### src/rtl/dice_judge_pkg.sv
// Shared definitions for the dice game controller and the display stage.
package dice_judge_pkg;

    typedef enum logic [3:0] {
        S_IDLE    = 4'd0,
        S_WAIT1   = 4'd1,
        S_ROLL1   = 4'd2,
        S_SETTLE1 = 4'd3,
        S_WAIT2   = 4'd4,
        S_ROLL2   = 4'd5,
        S_SETTLE2 = 4'd6,
        S_JUDGE   = 4'd7,
        S_SHOW    = 4'd8,
        S_OVER    = 4'd9
    } state_e;

    // Round result / match winner codes.
    typedef enum logic [1:0] {
        RW_NONE = 2'b00,
        RW_P1   = 2'b01,
        RW_P2   = 2'b10,
        RW_TIE  = 2'b11
    } round_e;

    localparam logic [3:0] DIE_MIN = 4'd1;
    localparam logic [3:0] DIE_MAX = 4'd6;

    function automatic logic die_valid(input logic [3:0] v);
        return (v >= DIE_MIN) && (v <= DIE_MAX);
    endfunction

endpackage

### src/rtl/dice_compare.sv
// Rank compare of two die values: a valid face beats an invalid one,
// two invalid faces tie, otherwise the higher face wins.
module dice_compare
    import dice_judge_pkg::*;
(
    input  logic [3:0] a_i,
    input  logic [3:0] b_i,
    output logic [1:0] code_o
);

    logic va, vb;

    // Combinational rank decision.
    always_comb begin
        va     = die_valid(a_i);
        vb     = die_valid(b_i);
        code_o = RW_TIE;
        if (va && vb) begin
            if (a_i > b_i)      code_o = RW_P1;
            else if (a_i < b_i) code_o = RW_P2;
            else                code_o = RW_TIE;
        end else if (va) begin
            code_o = RW_P1;
        end else if (vb) begin
            code_o = RW_P2;
        end
    end

endmodule

### src/rtl/dice_judge.sv
// Two-player dice game controller: sequences each player's roll,
// freezes the dice after the roller has settled, scores the round and
// declares the match winner.
module dice_judge
    import dice_judge_pkg::*;
#(
    parameter int SETTLE_CYC = 110,
    parameter int SHOW_CYC   = 2000,
    parameter int WIN_SCORE  = 3
) (
    input  logic       clk,
    input  logic       rst,
    input  logic [3:0] dice1,
    input  logic [3:0] dice2,
    input  logic       k1_press,
    input  logic       k1_rel,
    input  logic       k2_press,
    input  logic       k2_rel,
    output logic       start1,
    output logic       start2,
    output logic       finish,
    output logic [3:0] val1,
    output logic [3:0] val2,
    output logic [3:0] score1,
    output logic [3:0] score2,
    output logic [1:0] round_win,
    output logic [1:0] winner,
    output logic [3:0] state_o
);

    localparam int CNT_MAX = (SETTLE_CYC > SHOW_CYC) ? SETTLE_CYC : SHOW_CYC;
    localparam int CNT_W   = $clog2(CNT_MAX + 1);
    localparam logic [CNT_W-1:0] SETTLE_LAST = CNT_W'(SETTLE_CYC - 1);
    localparam logic [CNT_W-1:0] SHOW_LAST   = CNT_W'(SHOW_CYC - 1);
    localparam logic [3:0]       WIN_PTS     = 4'(WIN_SCORE);

    state_e           state_q;
    logic [CNT_W-1:0] cnt_q;
    logic             start1_q, start2_q, finish_q;
    logic [3:0]       val1_q, val2_q, score1_q, score2_q;
    logic [1:0]       round_win_q, winner_q;
    logic [3:0]       score1_d, score2_d;
    logic [1:0]       rw;

    dice_compare u_cmp (
        .a_i    (val1_q),
        .b_i    (val2_q),
        .code_o (rw)
    );

    // Saturating next score for whichever player takes the round.
    always_comb begin
        score1_d = (score1_q == 4'hF) ? score1_q : score1_q + 4'd1;
        score2_d = (score2_q == 4'hF) ? score2_q : score2_q + 4'd1;
    end

    // Game FSM with registered outputs and the shared settle/show counter.
    always_ff @(posedge clk or negedge rst) begin
        if (!rst) begin
            state_q     <= S_IDLE;
            cnt_q       <= '0;
            start1_q    <= 1'b0;
            start2_q    <= 1'b0;
            finish_q    <= 1'b0;
            val1_q      <= '0;
            val2_q      <= '0;
            score1_q    <= '0;
            score2_q    <= '0;
            round_win_q <= RW_NONE;
            winner_q    <= RW_NONE;
        end else begin
            case (state_q)
                S_IDLE: state_q <= S_WAIT1;
                // Press and release in one cycle is a key glitch, not a roll.
                S_WAIT1: if (k1_press && !k1_rel) begin
                    state_q  <= S_ROLL1;
                    start1_q <= 1'b1;
                end
                S_ROLL1: if (k1_rel) begin
                    state_q  <= S_SETTLE1;
                    start1_q <= 1'b0;
                    cnt_q    <= '0;
                end
                // Wait out one full roller update before trusting the die.
                S_SETTLE1: if (cnt_q == SETTLE_LAST) begin
                    val1_q  <= dice1;
                    state_q <= S_WAIT2;
                end else begin
                    cnt_q <= cnt_q + 1'b1;
                end
                S_WAIT2: if (k2_press && !k2_rel) begin
                    state_q  <= S_ROLL2;
                    start2_q <= 1'b1;
                end
                S_ROLL2: if (k2_rel) begin
                    state_q  <= S_SETTLE2;
                    start2_q <= 1'b0;
                    cnt_q    <= '0;
                end
                S_SETTLE2: if (cnt_q == SETTLE_LAST) begin
                    val2_q  <= dice2;
                    state_q <= S_JUDGE;
                end else begin
                    cnt_q <= cnt_q + 1'b1;
                end
                S_JUDGE: begin
                    round_win_q <= rw;
                    if (rw == RW_P1) score1_q <= score1_d;
                    if (rw == RW_P2) score2_q <= score2_d;
                    cnt_q   <= '0;
                    state_q <= S_SHOW;
                end
                // Only one score can move per round, so at most one reaches the target.
                S_SHOW: if (cnt_q == SHOW_LAST) begin
                    if (score1_q >= WIN_PTS) begin
                        winner_q <= RW_P1;
                        finish_q <= 1'b1;
                        state_q  <= S_OVER;
                    end else if (score2_q >= WIN_PTS) begin
                        winner_q <= RW_P2;
                        finish_q <= 1'b1;
                        state_q  <= S_OVER;
                    end else begin
                        state_q <= S_WAIT1;
                    end
                end else begin
                    cnt_q <= cnt_q + 1'b1;
                end
                S_OVER: if (k1_press || k2_press) begin
                    score1_q    <= '0;
                    score2_q    <= '0;
                    val1_q      <= '0;
                    val2_q      <= '0;
                    round_win_q <= RW_NONE;
                    winner_q    <= RW_NONE;
                    finish_q    <= 1'b0;
                    state_q     <= S_WAIT1;
                end
                default: state_q <= S_IDLE;
            endcase
        end
    end

    assign start1    = start1_q;
    assign start2    = start2_q;
    assign finish    = finish_q;
    assign val1      = val1_q;
    assign val2      = val2_q;
    assign score1    = score1_q;
    assign score2    = score2_q;
    assign round_win = round_win_q;
    assign winner    = winner_q;
    assign state_o   = state_q;

endmodule
### config.mk
export PLATFORM = sky130hd
export DESIGN_NAME = dice_judge
export DESIGN_NICKNAME = d
export VERILOG_FILES = /design/src/rtl/dice_judge_pkg.sv /design/src/rtl/dice_compare.sv /design/src/rtl/dice_judge.sv
export SDC_FILE = /design/constraint.sdc
export NUM_CORES = 1
export LEC_CHECK = 0
export ABC_AREA = 1
export ABC_CLOCK_PERIOD_IN_PS = 1540
export BUFFER_PORTS_ARGS = -buffer_cell sky130_fd_sc_hd__buf_2
export CAP_MARGIN = 5
export CELL_PAD_IN_SITES_DETAIL_PLACEMENT = 1
export CELL_PAD_IN_SITES_GLOBAL_PLACEMENT = 1
export CORE_MARGIN = 3
export CORE_UTILIZATION = 28
export DETAILED_ROUTE_END_ITERATION = 12
export GPL_ROUTABILITY_DRIVEN = 0
export PLACE_DENSITY = 0.66
export SETUP_SLACK_MARGIN = 0.3
export SLEW_MARGIN = 25
export SYNTH_ARGS = -nofsm -noshare
export SYNTH_HDL_FRONTEND = slang
export SYNTH_HIERARCHICAL = 1
export SYNTH_SLANG_ARGS = --single-unit
### constraint.sdc
create_clock -name clk -period 1.54 [get_ports clk]
set_input_delay 0.308 -clock clk [delete_from_list [all_inputs] [get_ports clk]]
set_output_delay 0.308 -clock clk [all_outputs]
set_load 0.005 [all_outputs]
==> summary.md, run 1 <==
| Metric | Value |
|---|---|
| Status | complete, but fails checks |
| Failing checks | setup timing |
| Synth cell types | 28 |
| Sequential area share after synthesis | 38.0% |
| Die X | 101 um |
| Net Switching | 3.54 mW |
| Mapped Area | 2500 um2 |
| Synth Register Bits | 38 |
| Bufs on Longest Clock Path | 2 |
| Syn Area/Cell | 6.87 um2 |
| Detailed placer's ending HPWL | 6180 um |
| Grt ovf | 0 |
| Largest family of logic cells by synthesized area | simple AND/OR/NAND/NOR gates |
| Worst Setup End Kind | flop |
| Vias in the first global route | 3106 |
| Simple-gate share of the synthesized area | 39.5% |
| Std cell rows | 33 |
| Routed wire per std cell | 15.9 um |
| Final period util | 119% |
| Worst Path Required | 1770 ps |
| Final-report max-slew violation count | 0 |
| Area delta synth->final | 66.6% |
| Setup crit start kind | flop |
| # diodes | 0 |
| Post-synth ARST share | 100% |
| Fraction of power consumed by combinational cells | 65.5% |
| Post-Syn Instances | 364 |
| Post-synth EDFFs | 0 |
| DRC violations left | 0 |
| Internal Pwr Total | 4.57 mW |
| Syn nets | 386 |
| TritonCTS Buffers | 5 |
| Mux contribution to synthesized area | 0% |
| Root buf cell | clkbuf_8 |
| Die area | 10100 um2 |
| Area contributors post-synth | dfrtp_1 (38%), nand2_1 (20%), nand3_1 (6.4%) |
| IO Port Bufs | 40 |
| Arr. time, crit path | 2060 ps |
| First-pass GRT wire length | 14600 um |
| Vias per cell | 4.84 |
| Remaining antenna violation count after routing | 0 |
| Initial Util | 29.7% |
| Seq pwr share | 21.1% |
| Clock power frac | 13.4% |
| Max-cap violations | 0 |
| CTS tree | done |
| Layout cells sized above 1 | 53.3% |
| Critical path fanouts, max | 5 |
| DRT Pass-1 Iters | 4 |
| Finish-stage setup viols | 26 |
| HP Class | input pin to flop |
| Core Util, Final | 49.5% |
| CORE AREA | 8420 um2 |
| Clock Skew | 8.81 ps |
| Tmin final | 1830 ps |
| Worst VDD drop | 0.000832 V |
| Max frequency | 0.548 GHz |
| Boundary pin count | 41 |
| Switching Share | 43.6% |
| Post-synth top area share | 38.0% |
| Post-synthesis xor/xnor area fraction | 2.80% |
| Detailed Route Iter0 Violations | 60 |
| DR vias | 2848 |
| Largest net degree at the start of global routing | 27 |
| Unrepaired setup endpoints after global routing | true |
| Synth warnings | 6 |
| Final hold vios | 0 |
| Post-synth top cells | nand2_1 (131), dfrtp_1 (38), nor2_1 (36) |
| Adder-cell area share of the yosys netlist | 4.00% |
| Clk slew on worst S/H paths | 80 ps |
| Initial antenna violation count | 0 |
| Worst Tran Pin Value | 377 ps |
| Power Density | 1950 nW/um2 |
| Clk sinks | 38 |
| Ys flop type | dfrtp_1 |
| Final WS setup | -286 ps |
| # nets final | 505 |
| Complex-gate fraction of the synthesized area | 7.70% |
| Critical path class | flop to flop |
| DRT Wirelength | 9370 um |
| Leakage | 2.10 nW |
| Clk Latency, worst-skew pair | 300 ps |
| H-tree Lvls | 2 |
| GRT Total Usage | 18.1% |
| Cell taking the most area after synthesis | dfrtp_1 |
| Min Hold Slack | 237 ps |
| Die H | 101 um |
| Most frequent cell after synthesis | nand2_1 |
| Max-slew headroom | 74.8% |
## per-stage QoR
stage                     total power [mW]  instances  worst slack [ps]  setup TNS, ps  cell area (um2)
after floorplan                       3.62        364              -112           -705             2540
after global placement                5.09        560              -165          -3130             3280
after detailed placement              5.18        560              -276          -4580             3280
after CTS                             7.34        584              -269          -1780             3890
after global routing                  8.76        589              -465          -5580             4170
final                                 8.11        589              -286          -2470             4170
## per-layer routing
| layer | GRT usage (%) | vias up | routed length [um] | share of wire (%) |
|---|---|---|---|---|
| li1 | - | 1377 | - | - |
| met4 | 4.87 | 0 | 188 | 2.0 |
| met2 | 33.0 | 40 | 5040 | 54 |
| met5 | 0 | - | 0 | 0 |
| met3 | 2.98 | 17 | 199 | 2.1 |
| met1 | 22.0 | 1414 | 3950 | 42 |
## kinds of logic (layout without fill, tap and decap cells)
logic type / count (synthesis) / after routing
compound gates: 33 / 33
xor+xnor: 8 / 8
fa+ha+maj: 8 / 8
buf+inv: 50 / 170
flops: 38 / 38
simple gates: 227 / 227
## state kept, by name (all words and copies together) (netlist names), 2 cells and up
register,cells
state_o,4
cnt_q,11
val2,4
val1,4
score2,4
winner,2
score1,4
round_win,2
## what timing repair did
action / CTS / global route
setup buffers: 15 / 5
pin swaps: 30 / 33
hold endpoints to repair: 12 / 0
hold buffers: 1 / 0
resized for setup: 88 / 70
setup endpoints to repair: 51 / 54
cloned: 0 / 0
## final timing paths
kind	slack, ps	from	end	cells past startpoint
worst max-delay path	-290	val1[3]	score1[2]	15
worst min-delay path	240	dice1[1]	val1[1]	3
worst max register to register	-290	val1[3]	score1[2]	15
worst min register to register	490	winner[1]	winner[1]	2
max in group asynchronous	680	rst	state_o[3]	3
min in group asynchronous	470	rst	cnt_q[8]	3
## power groups by stage
stage	Combinational, mW	Clock (mW)	Sequential (mW)
finish	5.31	1.09	1.71
global route	5.82	1.17	1.77
CTS	4.55	1.11	1.68
detailed placement	3.51	0	1.67
global placement	3.43	0	1.66
floorplan	1.93	0	1.70
## layout by cell type, fill, tap and decap left out, drive strengths merged
master	n
o21ai	22
inv	45
nand2	135
ha	8
xor2	8
nand3	35
or2	4
nand3b	1
o21bai	4
a21oi	6
nand4	4
bufinv	2
buf	115
nor2	44
clkinv	1
dlygate4sd3	1
o31ai	1
dfrtp	38
clkbuf	6
nor3	4
## critical path, stage by stage, from the launching register on
cell	delay [ps]
dfrtp_1	420
ha_4	290
nand2_2	50
inv_2	50
nand2_1	50
nand2_1	70
nand2_1	50
nand2_1	60
nand2_2	60
inv_2	60
nand2_2	40
o21ai_2	170
nand3_2	150
inv_2	120
nand2_2	60
o21ai_2	50
## layout make-up
type | count | area (um2)
clock buffers | 6 | 82.6
clock inverters | 2 | 60.1
fillers | 1057 | 4260
inverters | 46 | 190
multi-input cells | 276 | 1790
flip-flops and latches | 38 | 960
well taps | 105 | 131
repair buffers | 116 | 953
Power figures use the tool's default switching activity.
==> run 2: changes to the inputs <==
- SKIP_LAST_GASP: default -> 1
==> summary.md, run 2 (same netlist as run 1, synthesis figures left out) <==
| Metric | Value |
|---|---|
| Status | complete, but fails checks |
| Failing checks | setup timing |
| Detailed Route Iter0 Violations | 82 (+37%) |
| Max-slew headroom | 74.8% (about the same) |
| Final hold vios | 0 (unchanged) |
| Max frequency | 0.540 GHz (-1.3%) |
| Worst Hold End | val1[1] |
| DRT Wirelength | 9050 um (-3.5%) |
| Unrepaired setup endpoints after global routing | true |
| Vias in the first global route | 3028 (-2.5%) |
| Routed wire per std cell | 15.2 um (-4.3%) |
| Most common cell after layout, fill and taps aside | nand2_1 |
| Worst-case reg-to-reg path depth | 14 (-1) |
| # diodes | 0 (unchanged) |
| Clk slew on worst S/H paths | 80 ps (about the same) |
| Worst r2r src | val1[1] |
| Area delta synth->final | 65.6% |
| Bufs on Longest Clock Path | 2 (unchanged) |
| Clk sinks | 38 (unchanged) |
| Worst Path Required | 1720 ps (-50 ps) |
| Root buf cell | clkbuf_8 |
| Min Hold Slack | 242 ps (+4.28 ps) |
| Detailed placer's ending HPWL | 6180 um (unchanged) |
| Clk Latency, worst-skew pair | 300 ps (about the same) |
| Die X | 101 um (unchanged) |
| Hold path startpoint | dice1[1] |
| Remaining antenna violation count after routing | 0 (unchanged) |
| Most used routing layer | met2 |
| Reg-to-reg slack, setup | -310 ps (-20 ps) |
| Clock Skew | 9.29 ps (+0.477 ps) |
| Total Power | 8.06 mW (-0.61%) |
| Critical path class | flop to flop |
| Hold path cells | 3 (unchanged) |
| Boundary pin count | 41 (unchanged) |
| GRT Total Usage | 17.6% (-0.57 points) |
| CORE AREA | 8420 um2 (unchanged) |
| Largest net degree at the start of global routing | 27 (unchanged) |
| Critical path fanouts, max | 5 (unchanged) |
| TritonCTS Buffers | 5 (unchanged) |
| DR vias | 2828 (-0.70%) |
| Pre-CTS WS | -276 ps (unchanged) |
| DRT Pass-1 Iters | 4 (unchanged) |
| Layout cells sized above 1 | 50.3% (-3.0 points) |
| Final period util | 120% (+1.6 points) |
| Met3 usage | 2.77% (-0.21 points) |
| GRT met1 Usage | 21.8% (-0.21 points) |
| First-pass GRT wire length | 14300 um (-2.6%) |
| Arr. time, crit path | 2030 ps (-30 ps) |
| Worst R2R End | score1[1] |
| Most flops, register | cnt_q |
| Initial antenna violation count | 0 (unchanged) |
| Die area | 10100 um2 (unchanged) |
| CTS tree | done |
| Core Util, Final | 49.2% (-0.30 points) |
| IO Port Bufs | 40 (unchanged) |
| Vias per cell | 4.76 (-1.5%) |
| Met2 Usage GRT | 32.2% (-0.87 points) |
| DRC violations left | 0 (unchanged) |
| # nets final | 510 (+0.99%) |
| Commonest cells after routing, fill and taps aside | nand2_1 (102), buf_4 (52), buf_2 (33), buf_6 (33), dfrtp_1 (31) |
| Die H | 101 um (unchanged) |
| H-tree Lvls | 2 (unchanged) |
| Worst Tran Pin Value | 378 ps (+0.285 ps) |
| Final-report max-slew violation count | 0 (unchanged) |
| Worst VDD drop | 0.000903 V (+8.5%) |
| Std cell rows | 33 (unchanged) |
| Initial Util | 29.7% (unchanged) |
| Leakage | 2.10 nW (about the same) |
| Final WS setup | -311 ps (-24.9 ps) |
| Tmin final | 1850 ps (+24.9 ps) |
| Max reg flops | 11 (unchanged) |
| Worst Setup End Kind | flop |
| Setup TNS Final | -2260 ps (+209 ps) |
| Setup crit start kind | flop |
| Finish-stage setup viols | 22 (-15%) |
| Grt ovf | 0 (unchanged) |
| Max-cap violations | 0 (unchanged) |
| Power Density | 1950 nW/um2 (about the same) |
| HP Class | input pin to flop |
## run 2: changes by cell type in the layout (fill, tap and decap cells not counted), moves of 2 or more
cell,previous run,this run
nand2_1,91,102
nand2_2,36,27
nand2_4,6,4
o21ai_4,0,2
buf_2,29,33
buf_4,50,52
nand3_2,12,10
o21ai_2,9,7
inv_1,24,26
nand3_1,19,21
## run 2: layout make-up
type,count,area [um2]
fill,1053,4280
multi-input combinational,276,1740
sequential,38,960
clock inverter,2,60.1
timing repair buffer,121,977
tap,105,131
inverter,46,188
clock buffer,6,82.6
## run 2: worst max-delay path, stage by stage, from the launching register on
cell and delay, ps:
dfrtp_1 410, ha_4 290, nand2_2 50, nand2_2 60, nand2_1 50, nand2_1 70
nand2_1 50, nand2_1 60, nand2_2 60, inv_2 60, nand2_2 40, o21ai_2 170
nand3_2 160, nand2_1 110, o21ai_1 80
## run 2: what timing repair did
action | CTS | global route
endpoints found under the hold margin | 12 | 0
resized for setup | 66 | 72
endpoints found under the setup margin | 51 | 54
hold buffers | 1 | 0
pin swaps | 23 | 30
setup buffers | 15 | 10
## run 2: layer usage
| layer | share of wire (%) | up-vias |
|---|---|---|
| li1 | - | 1387 |
| met2 | 53 | 32 |
| met3 | 2.1 | 9 |
| met5 | 0 | - |
| met1 | 44 | 1400 |
| met4 | 0.82 | 0 |
## run 2: worst max-delay path by stage
stage,startpoint,endpoint,slack (ps),cells past startpoint
after CTS,val1[1],score1[2],-270,15
after global placement,val2[3],score1[0],-160,15
after floorplan,val2[1],score1[0],-110,15
after global routing,val1[3],score1[2],-480,15
final,val1[1],score1[1],-310,14
after detailed placement,val1[1],score1[2],-280,15
## run 2: report_power, final
| part | leakage, nW | switching, mW | internal [mW] |
|---|---|---|---|
| sequential | 0.486 | 0.359 | 1.34 |
| combinational | 1.54 | 2.71 | 2.57 |
| clock | 0.0714 | 0.397 | 0.692 |
## run 2: per-stage QoR
stage | cell area, um2 | instances
5_1_grt | 4140 | 594
4_1_cts | 3810 | 584
3_3_place_gp | 3280 | 560
2_1_floorplan | 2540 | 364
6_report | 4140 | 594
3_5_place_dp | 3280 | 560
==> run 3: changes to the inputs <==
- PLACE_DENSITY: 0.66 -> default
- PLACE_DENSITY_LB_ADDON: default -> 0.1
- TNS_END_PERCENT: default -> 50
==> summary.md, run 3 (same netlist as run 1, synthesis figures left out) <==
| Metric | Value |
|---|---|
| Status | complete, but fails checks |
| Failing checks | setup timing |
| Std cell rows | 33 (unchanged) |
| Clock Skew | 8.66 ps (-0.628 ps) |
| Final period util | 115% (-5.5 points) |
| Fin cells | 591 (-0.51%) |
| Initial antenna violation count | 0 (unchanged) |
| TritonCTS Buffers | 5 (unchanged) |
| Vias per cell | 4.62 (-2.9%) |
| Most flops, register | cnt_q |
| Max-cap violations | 0 (unchanged) |
| Initial Util | 29.7% (unchanged) |
| DRT Wirelength | 8330 um (-8.0%) |
| Setup crit start kind | flop |
| Total Power | 7.41 mW (-8.1%) |
| Critical path class | flop to flop |
| DR vias | 2731 (-3.4%) |
| Clk slew on worst S/H paths | 90 ps (about the same) |
| Arr. time, crit path | 1990 ps (-40 ps) |
| DRC violations left | 0 (unchanged) |
| Max reg flops | 11 (unchanged) |
| Clk sinks | 38 (unchanged) |
| Bufs on Longest Clock Path | 2 (unchanged) |
| Worst R2R End | score1[2] |
| Critical path fanouts, max | 5 (unchanged) |
| IO Port Bufs | 40 (unchanged) |
| Final-report max-slew violation count | 0 (unchanged) |
| Worst Setup End Kind | flop |
| Leakage | 2.10 nW (-0.24%) |
| Reg-to-reg slack, setup | -230 ps (+80 ps) |
| Detailed placer's ending HPWL | 6250 um (+1.3%) |
| Worst Tran Pin Value | 394 ps (+16.3 ps) |
| Worst Path Required | 1770 ps (+50 ps) |
| Root buf cell | clkbuf_8 |
| Boundary pin count | 41 (unchanged) |
| Power Density | 1910 nW/um2 (-1.9%) |
| DRT Pass-1 Iters | 4 (unchanged) |
| Area after DPL | 3300 um2 (+0.53%) |
| CP endpoint | score1[2] |
| GRT Total Usage | 18.0% (+0.44 points) |
| First-pass GRT wire length | 14600 um (+2.1%) |
| Unrepaired setup endpoints after global routing | true |
| Vias in the first global route | 3016 (-0.40%) |
| CORE AREA | 8420 um2 (unchanged) |
| Die X | 101 um (unchanged) |
| # diodes | 0 (unchanged) |
| Grt ovf | 0 (unchanged) |
| Setup TNS Final | -3170 ps (-912 ps) |
| Layout cells sized above 1 | 44.0% (-6.3 points) |
| Remaining antenna violation count after routing | 0 (unchanged) |
| Placed cells | 567 (+1.3%) |
| Die H | 101 um (unchanged) |
| Worst VDD drop | 0.000769 V (-15%) |
| Final WS setup | -226 ps (+84.5 ps) |
| Routed wire per std cell | 14.1 um (-7.5%) |
| # nets final | 507 (-0.59%) |
| Core Util, Final | 46.1% (-3.1 points) |
| Die area | 10100 um2 (unchanged) |
| Worst-case reg-to-reg path depth | 15 (+1) |
| Worst setup path startpoint | val1[1] |
| Post-route cell area | 3880 um2 (-6.3%) |
| CTS tree | done |
| Max frequency | 0.566 GHz (+4.8%) |
| Tmin final | 1770 ps (-84.5 ps) |
| HP Class | input pin to flop |
| Largest net degree at the start of global routing | 19 (-30%) |
| Detailed Route Iter0 Violations | 46 (-44%) |
| Area delta synth->final | 55.2% |
| H-tree Lvls | 2 (unchanged) |
| Final hold vios | 0 (unchanged) |
| Max-slew headroom | 73.7% (-1.1 points) |
| Finish-stage setup viols | 29 (+32%) |
| Worst r2r src | val1[1] |
| Clk Latency, worst-skew pair | 300 ps (about the same) |
| Most common cell after layout, fill and taps aside | nand2_1 |
| Commonest cells after routing, fill and taps aside | nand2_1 (98), buf_4 (67), buf_2 (40) |
## run 3: metal layers
layer | wire length, um | track usage, % | part of all wire (%) | vias to the layer above
li1 | - | - | - | 1387
met1 | 3820 | 23.6 | 46 | 1311
met2 | 4220 | 30.8 | 51 | 27
met3 | 212 | 3.25 | 2.5 | 6
met4 | 71 | 4.15 | 0.85 | 0
met5 | 0 | 0 | 0 | -
## run 3: power by group
group | total [mW] | internal [mW] | switching (mW)
clock | 1.06 | 0.650 | 0.412
combinational | 4.73 | 2.28 | 2.45
sequential | 1.61 | 1.33 | 0.282
## run 3: repair_timing
item                                    in CTS  in global routing
endpoints found under the setup margin      52                 55
hold buffers                                 1                  0
cloned                                       2                  0
endpoints found under the hold margin       12                  0
gates resized for setup                     45                 35
setup buffers                               13                  0
pin swaps                                   27                 26
## run 3: worst min path at each step
| stage | cells past startpoint | slack, ps | to | from |
|---|---|---|---|---|
| after global placement | 1 | 250 | cnt_q[9] | rst |
| after detailed placement | 1 | 260 | cnt_q[9] | rst |
| after CTS | 3 | 240 | val1[3] | dice1[3] |
| final | 3 | 260 | val2[3] | dice2[3] |
| after floorplan | 0 | 10 | cnt_q[0] | rst |
| after global routing | 3 | 260 | val2[2] | dice2[2] |
## run 3: worst max-delay path, cell delays in order (launching register included)
cell and delay, ps:
dfrtp_1 420, ha_4 280, nand2_2 40, nand2_2 60, nand2_2 50, nand2_2 50, nand2_1 50, nand2_1 60
nand2_2 70, inv_2 60, nand2_2 40, o21ai_2 150, nand3_2 140, inv_2 100, nand2_1 50, o21ai_1 70
## run 3: area by class of cell
cell class,instances,area (um2)
repair buffers,118,885
multi-input cells,276,1600
fillers,1104,4540
clock buffers,5,68.8
clock inverters,3,68.8
flip-flops and latches,38,952
inverters,46,174
well taps,105,131
## run 3: metrics by stage
step           setup slack, ps  hold WS, ps
6_report                  -226          256
5_1_grt                   -415          259
4_1_cts                   -295          238
3_5_place_dp              -324          255
3_3_place_gp              -278          250
2_1_floorplan             -113         12.4
